$ cat config.mk
export PLATFORM = sky130hd
export DESIGN_NAME = load_data_align
export DESIGN_NICKNAME = d
export VERILOG_FILES = /design/src/rtl/load_data_align_pkg.sv /design/src/rtl/load_extract.sv /design/src/rtl/load_data_align.sv
export SDC_FILE = /design/constraint.sdc
export NUM_CORES = 1
export LEC_CHECK = 0
export ABC_AREA = 0
export CAP_MARGIN = 20
export CORE_UTILIZATION = 48
export DETAILED_ROUTE_END_ITERATION = 10
export GPL_ROUTABILITY_DRIVEN = 0
export GPL_TIMING_DRIVEN = 0
export PLACE_DENSITY = 0.91
export SLEW_MARGIN = 10
export SYNTH_ARGS = -nofsm -noshare
export SYNTH_HDL_FRONTEND = slang
export SYNTH_HIERARCHICAL = 1
export SYNTH_SLANG_ARGS = --single-unit
$ cat constraint.sdc
create_clock -name clk_i -period 3.5 [get_ports clk_i]
set_input_delay 0.525 -clock clk_i [delete_from_list [all_inputs] [get_ports clk_i]]
set_output_delay 0.525 -clock clk_i [all_outputs]
set_load 0.01 [all_outputs]
$ cat src/rtl/load_data_align_pkg.sv
// Shared load/store encodings and helpers for the MEM/WB load path.
package load_data_align_pkg;

  localparam logic [2:0] LdLb  = 3'b000;
  localparam logic [2:0] LdLh  = 3'b001;
  localparam logic [2:0] LdLw  = 3'b010;
  localparam logic [2:0] LdLbu = 3'b011;
  localparam logic [2:0] LdLhu = 3'b100;
  localparam logic [2:0] StSb  = 3'b101;
  localparam logic [2:0] StSh  = 3'b110;
  localparam logic [2:0] StSw  = 3'b111;

  localparam int unsigned IoBit = 31;

  // Loads occupy the low five encodings; stores are the top three.
  function automatic logic is_load(logic [2:0] ctrl);
    return (ctrl <= LdLhu);
  endfunction

  function automatic logic is_misaligned(logic [2:0] ctrl, logic [1:0] off);
    logic mis;
    mis = 1'b0;
    unique case (ctrl)
      LdLh, LdLhu: mis = off[0];
      LdLw:        mis = (off != 2'b00);
      default:     mis = 1'b0;
    endcase
    return mis;
  endfunction

endpackage

$ cat src/rtl/load_extract.sv
// Combinational big-endian byte/halfword/word select with sign or zero extension.
module load_extract
  import load_data_align_pkg::*;
(
  input  logic [2:0]  ctrl_i,
  input  logic [1:0]  off_i,
  input  logic [31:0] word_i,
  output logic [31:0] data_o,
  output logic        misalign_o
);

  logic [7:0]  byte_sel;
  logic [15:0] half_sel;

  always_comb begin
    byte_sel = 8'h00;
    unique case (off_i)
      2'd0: byte_sel = word_i[31:24];
      2'd1: byte_sel = word_i[23:16];
      2'd2: byte_sel = word_i[15:8];
      2'd3: byte_sel = word_i[7:0];
      default: byte_sel = 8'h00;
    endcase
    half_sel = off_i[1] ? word_i[15:0] : word_i[31:16];
  end

  always_comb begin
    data_o = 32'h0;
    unique case (ctrl_i)
      LdLb:    data_o = {{24{byte_sel[7]}}, byte_sel};
      LdLh:    data_o = {{16{half_sel[15]}}, half_sel};
      LdLw:    data_o = word_i;
      LdLbu:   data_o = {24'h0, byte_sel};
      LdLhu:   data_o = {16'h0, half_sel};
      default: data_o = 32'h0;
    endcase
  end

  assign misalign_o = is_misaligned(ctrl_i, off_i);

endmodule

$ cat src/rtl/load_data_align.sv
// Writeback-side load alignment: captures MEM-stage load control, extracts and
// extends the returned word next cycle, and holds the result across stalls.
module load_data_align
  import load_data_align_pkg::*;
#(
  parameter int unsigned CNT_W = 8
) (
  input  logic             clk_i,
  input  logic             rst_ni,
  input  logic             stall_i,
  input  logic             flush_i,
  input  logic             mem_valid_i,
  input  logic [2:0]       ld_st_ctrl_i,
  input  logic [31:0]      alu_out_i,
  input  logic [31:0]      io_dout_i,
  input  logic [31:0]      dmem_dout_i,
  output logic [31:0]      ld_data_o,
  output logic             ld_valid_o,
  output logic             ld_misalign_o,
  output logic [CNT_W-1:0] misalign_cnt_o
);

  logic             s1_v_q;
  logic [2:0]       ctrl_q;
  logic [1:0]       off_q;
  logic             io_sel_q;
  logic [31:0]      io_q;

  logic             hold_v_q, hold_v_d;
  logic [31:0]      hold_data_q, hold_data_d;
  logic             hold_mis_q, hold_mis_d;
  logic [CNT_W-1:0] cnt_q, cnt_d;

  logic             accept;
  logic [31:0]      live_src;
  logic [31:0]      live_data;
  logic             live_mis;
  logic             unused_addr;

  assign unused_addr = ^alu_out_i[30:2];
  assign accept      = mem_valid_i & is_load(ld_st_ctrl_i) & ~flush_i;
  assign live_src    = io_sel_q ? io_q : dmem_dout_i;

  load_extract u_extract (
    .ctrl_i     (ctrl_q),
    .off_i      (off_q),
    .word_i     (live_src),
    .data_o     (live_data),
    .misalign_o (live_mis)
  );

  // Snapshot the live result on the first stall edge; BRAM output drifts after that.
  always_comb begin
    hold_v_d    = hold_v_q;
    hold_data_d = hold_data_q;
    hold_mis_d  = hold_mis_q;
    if (flush_i || !stall_i) begin
      hold_v_d = 1'b0;
    end else if (s1_v_q && !hold_v_q) begin
      hold_v_d    = 1'b1;
      hold_data_d = live_data;
      hold_mis_d  = live_mis;
    end
  end

  always_comb begin
    cnt_d = cnt_q;
    if (!stall_i && accept && is_misaligned(ld_st_ctrl_i, alu_out_i[1:0]) &&
        (cnt_q != {CNT_W{1'b1}})) begin
      cnt_d = cnt_q + {{(CNT_W-1){1'b0}}, 1'b1};
    end
  end

  always_ff @(posedge clk_i or negedge rst_ni) begin
    if (!rst_ni) begin
      s1_v_q      <= 1'b0;
      ctrl_q      <= 3'b000;
      off_q       <= 2'b00;
      io_sel_q    <= 1'b0;
      io_q        <= 32'h0;
      hold_v_q    <= 1'b0;
      hold_data_q <= 32'h0;
      hold_mis_q  <= 1'b0;
      cnt_q       <= '0;
    end else begin
      if (flush_i) begin
        s1_v_q <= 1'b0;
      end else if (!stall_i) begin
        s1_v_q   <= accept;
        ctrl_q   <= ld_st_ctrl_i;
        off_q    <= alu_out_i[1:0];
        io_sel_q <= alu_out_i[IoBit];
        io_q     <= io_dout_i;
      end
      hold_v_q    <= hold_v_d;
      hold_data_q <= hold_data_d;
      hold_mis_q  <= hold_mis_d;
      cnt_q       <= cnt_d;
    end
  end

  // Outputs are gated by valid so nothing stale leaks out after reset or flush.
  always_comb begin
    ld_valid_o    = s1_v_q;
    ld_data_o     = 32'h0;
    ld_misalign_o = 1'b0;
    if (s1_v_q) begin
      ld_data_o     = hold_v_q ? hold_data_q : live_data;
      ld_misalign_o = hold_v_q ? hold_mis_q : live_mis;
    end
  end

  assign misalign_cnt_o = cnt_q;

endmodule

# Word level (Yosys, flattened, before mapping)
# Index checks and enable logic that the tools add are counted.
[classes]
n_lt_le_gt_ge = 1
addsub = 1
n_eq_ne = 12
n_mux = 14
n_reduce_logical = 16
n_bitwise = 5
[op_table]
columns = ["cell", "n"]
rows = [
  ["$pmux W32 S5", 1],
  ["$mux W32", 3],
  ["$pmux W8 S4", 1],
  ["$mux W16", 1],
  ["$eq A3 B2 Y1 const B", 3],
  ["$add A8 B1 Y8 const B", 1],
  ["$ne A8 B8 Y1 const B", 1],
  ["$eq A3 B1 Y1 const B", 2],
  ["$eq A3 B3 Y1 const B", 2],
  ["$mux W1", 6],
  ["$reduce_bool A2 Y1", 3],
  ["$eq A2 B2 Y1 const B", 2],
  ["$logic_and A1 B1 Y1", 4],
  ["$pmux W1 S2", 2],
  ["$reduce_and A2 Y1", 2],
  ["$reduce_or A2 Y1", 2],
  ["$le A3 B3 Y1 const B", 1],
  ["$logic_not A3 Y1", 1],
  ["$not A1 Y1", 3],
  ["$and A1 B1 Y1", 2],
  ["$eq A2 B1 Y1 const B", 1],
  ["$logic_not A1 Y1", 2],
  ["$logic_not A2 Y1", 1],
  ["$ne A2 B1 Y1 const B", 1],
  ["$logic_or A1 B1 Y1", 1],
]
[totals]
elab_cells = 58
regBits = 81
out_inout_bits = 42
inputBits = 104

# Depth between registers and ports, before layout
[logic_depth]
word_depth = 6
mapped_depth = 10
depth_no_buf = 7

# By module
# The synthesis kept the hierarchy.
[modules_own_cells]
columns = ["module", "cells_per_inst", "seq_area_each_um2", "instances", "area_per_inst_um2"]
rows = [
  ["load_data_align", 307, 2026.9, 1, 4105.2],
  ["load_extract", 129, 0.0, 1, 865.8],
]

# Worst setup path after synthesis
# OpenSTA, ideal clock, no wires.
[synth_timing]
kind = "register to output"
from = "register io_sel_q"
to = "output ld_data_o[15]"
path_buffers = 3
path_stages_with_launch = 10
t_arrival_ps = 2172
slack_ps = 803
required_ps = 2975
cell_sequence = "dfrtp_1 clkbuf_1 buf_2 mux2_2 mux2i_1 a2111oi_4 buf_6 o21bai_2 mux2i_1 nor2b_1"
[synth_via]
elab_chain_cells = 5
elab_cells_between_ends = 6
classes_between = "6 x mux"
[synth_lines]
columns = ["item", "line", "source"]
rows = [
  ["from (decl)", "load_data_align.sv:26", "logic io_sel_q;"],
  ["from (signal assigned)", "load_data_align.sv:92", "io_sel_q <= alu_out_i[IoBit];"],
  ["$mux W32 (*)", "load_data_align.sv:42", "assign live_src = io_sel_q ? io_q : dmem_dout_i;"],
  ["via live_src[15]", "load_data_align.sv:35", "logic [31:0] live_src;"],
  ["$pmux W8 S4 / $mux W16 (equally long branches)", "load_extract.sv:17, load_extract.sv:24", ""],
  ["$pmux W32 S5 (*)", "load_extract.sv:29", "unique case (ctrl_i)"],
  ["via live_data[15]", "load_data_align.sv:36", "logic [31:0] live_data;"],
  ["$mux W32 (*)", "load_data_align.sv:108", "ld_data_o = hold_v_q ? hold_data_q : live_data;"],
  ["$mux W32 (*)", "load_data_align.sv:107", "if (s1_v_q) begin"],
  ["to (decl)", "load_data_align.sv:17", "output logic [31:0] ld_data_o,"],
]
# The timed path passes the listed nets; every way through them passes the cells marked *.

# Final worst setup path
[layout_timing]
from = "register ctrl_q[1]"
to = "output ld_data_o[3]"
[layout_via]
elab_chain_cells = 4
elab_cells_between_ends = 8
classes_between = "4 x eq/ne; 3 x mux; 1 x reduce/logical"
[layout_lines]
columns = ["item", "line", "source"]
rows = [
  ["from (decl)", "load_data_align.sv:24", "logic [2:0] ctrl_q;"],
  ["from (signal assigned)", "load_data_align.sv:90", "ctrl_q <= ld_st_ctrl_i;"],
  ["$eq A3 B3 Y1 (tied with other cells)", "load_extract.sv:29", ""],
  ["$pmux W32 S5 (*)", "load_extract.sv:29", ""],
  ["via live_data[3]", "load_data_align.sv:36", ""],
  ["$mux W32 (*)", "load_data_align.sv:108", ""],
  ["$mux W32 (*)", "load_data_align.sv:107", ""],
]
# Marked as above.

==> impl_metrics.json <==
{
  "r2r_slack_ns": 1.15,
  "drv_cap": 0,
  "cts_tree": "built",
  "ys_seq_area_share_pct": 40.8,
  "hold_viol": 0,
  "vias": 4069,
  "fin_skew_ns": 0.00645,
  "drive_gt1_share_pct": 30.3,
  "drc": 1,
  "synth_top_cell_area_share_pct": 40.8,
  "path_max_fanout": 10,
  "async_flop_share_pct": 100,
  "ys_types": 50,
  "tns_ns": 0,
  "hold_class": "primary input to asynchronous set/reset pin",
  "antenna_found_initial": 0,
  "crit_type": "flop to primary output",
  "fin_cells": 708,
  "synthCells": 436,
  "ant_nets": 0,
  "outcome": "complete, but fails checks",
  "finalSetupViolations": 0,
  "cts_num_sinks": 81,
  "cts_root_buf": "clkbuf_8",
  "max_clock_freq_mhz": 290,
  "portBuffers": 116,
  "synth_warnings": 6,
  "io_pins": 146,
  "endpoint_kind": "primary output",
  "worstPathArrival_ns": 2.92,
  "synth-seq-cells": 81,
  "grt_max_degree": 43,
  "fin_crit_sh_pct": 98.5,
  "failed_checks": "DRC",
  "firstDrtPassIters": 9,
  "clockBufferDepth": 2,
  "htree_levels": 3,
  "synth_fp_nets": 541,
  "num_rows": 36,
  "grt.overflow.total": 0,
  "clk_latency_ns": 0.37,
  "setup_slack_ns": 0.0517,
  "clk_pin_slew_ns": 0.08,
  "cp.required_ns": 2.97,
  "fin_crit_ns": 3.45,
  "drtIter0Drc": 306,
  "netlist_area_mm2": 0.00497,
  "rsz0062_at_grt": "false",
  "ys.flop_type": "dfrtp_1",
  "synth_largest_area_cell": "dfrtp_1",
  "avgSynthCellArea_um2": 11.4,
  "finalNetCount": 675,
  "dpl.hpwl_um": 10100,
  "synth_edf_count": 0,
  "vdd_drop_max_v": 0.000224,
  "area_delta_synth_final_pct": 34.1,
  "synth_common_cells": "mux2_2, dfrtp_1, mux2i_1, nor2b_1",
  "dieArea_mm2": 0.0108,
  "grt_pass1_vias": 4225,
  "utilization_pct": 67.3,
  "dpl_worst_slack_ns": -0.127,
  "die_x_um": 104,
  "gr-usage-all-layers_pct": 25.5,
  "yosys-top-cells-area": "dfrtp_1, mux2_2, mux2i_1",
  "vias_per_cell": 5.75,
  "diodes": 0,
  "start_util_pct": 50.2,
  "p_leak_nw": 3.01,
  "slew_headroom_pct": 55.5,
  "worstMarginPinSlew_ns": 0.668,
  "dieHeight_um": 104,
  "wl_per_cell_um": 19.2,
  "cts_buffers": 9,
  "drv_slew": 0,
  "hold_buffers": 0,
  "yosysMostFrequentCell": "mux2_2",
  "start_kind": "flop",
  "wl_um": 13600,
  "holdWs_ns": 0.141,
  "power.density_mw_per_mm2": 475,
  "grt_pass1_wl_um": 21300,
  "coreArea_mm2": 0.00991,
  "dp.cells": 686
}
-- critical path: stages (launching register included) --
cell and delay, ns:
dfrtp_1 0.35, buf_2 0.23, inv_1 0.14, a21oi_1 0.55, mux2i_1 0.20, o22ai_1 0.25
mux2i_1 0.11, nor2b_1 0.17, clkdlybuf4s50_1 0.56
-- layer usage --
layer | wire length [µm] | track usage [%]
met5 | 0 | 0
met3 | 1050 | 5.85
met4 | 504 | 10.1
met2 | 6720 | 44.8
met1 | 5300 | 30.1
-- area by class of cell --
cell class / count / area, µm²
clock buffer: 9 / 124
inverter: 7 / 26.3
fill: 736 / 3240
multi-input combinational: 319 / 2800
clock inverter: 7 / 95.1
timing repair buffer: 124 / 1250
sequential: 81 / 2030
tap: 133 / 166
buffer: 28 / 178
-- sequential cells by signal (all words and copies together), names as in the netlist --
register	cells
hold_mis_q	1
ld_valid_o	1
hold_data_q	32
ctrl_q	3
off_q	2
misalign_cnt_o	8
io_q	32
io_sel_q	1
hold_v_q	1
-- final timing paths --
| check | depth (start not counted) | endpoint | from |
|---|---|---|---|
| setup / recovery | 8 | ld_data_o[3] | ctrl_q[1] |
| hold / removal | 1 | io_q[6] | rst_ni |
| setup reg to reg | 9 | hold_data_q[28] | io_sel_q |
| hold reg to reg | 1 | misalign_cnt_o[5] | misalign_cnt_o[5] |
| max in group asynchronous | 2 | io_sel_q | rst_ni |
| min in group clk_i | 1 | misalign_cnt_o[5] | misalign_cnt_o[5] |
-- cell families (layout without fill, tap and decap cells) --
| kind of cell | Yosys count | after routing | share of synthesized area [%] |
|---|---|---|---|
| buf+inv | 36 | 175 | 3.70 |
| mux | 153 | 153 | 33.7 |
| simple gates | 100 | 100 | 11.3 |
| xor+xnor | 8 | 8 | 1.41 |
| fa+ha+maj | 1 | 1 | 0.252 |
| compound gates | 57 | 57 | 8.83 |
| flops | 81 | 81 | 40.8 |
-- cell usage in the layout, fill, tap and decap left out, drive strengths merged, types with 10 or more instances in the layout --
cell and instances:
nor2 19, dlymetal6s2s 10, mux2i 41, mux2 112, a21o 17, clkbuf 15
clkdlybuf4s50 101, dfrtp 81, buf 31, nor2b 33, nand2 16
-- timing repair --
action                     CTS  global route
buffers inserted             2             5
gates resized for setup     13            19
setup endpoints to repair   27            25
pin swaps                    1             1
hold endpoints to repair     0             0
gates cloned                 0             0
-- report_power, final --
| part | internal [W] | total (W) | switching [W] |
|---|---|---|---|
| Combinational | 0.000596 | 0.00114 | 0.000540 |
| Clock | 0.000401 | 0.000754 | 0.000353 |
| Sequential | 0.00114 | 0.00127 | 0.000132 |
-- through the flow --
stage	total power, W	area [µm²]
floorplan	0.00196	4970
global placement	0.00229	6300
detailed placement	0.00236	6320
CTS	0.00313	6580
global route	0.00331	6670
finish	0.00316	6670
Note: power is estimated with default switching activity, not from simulation.
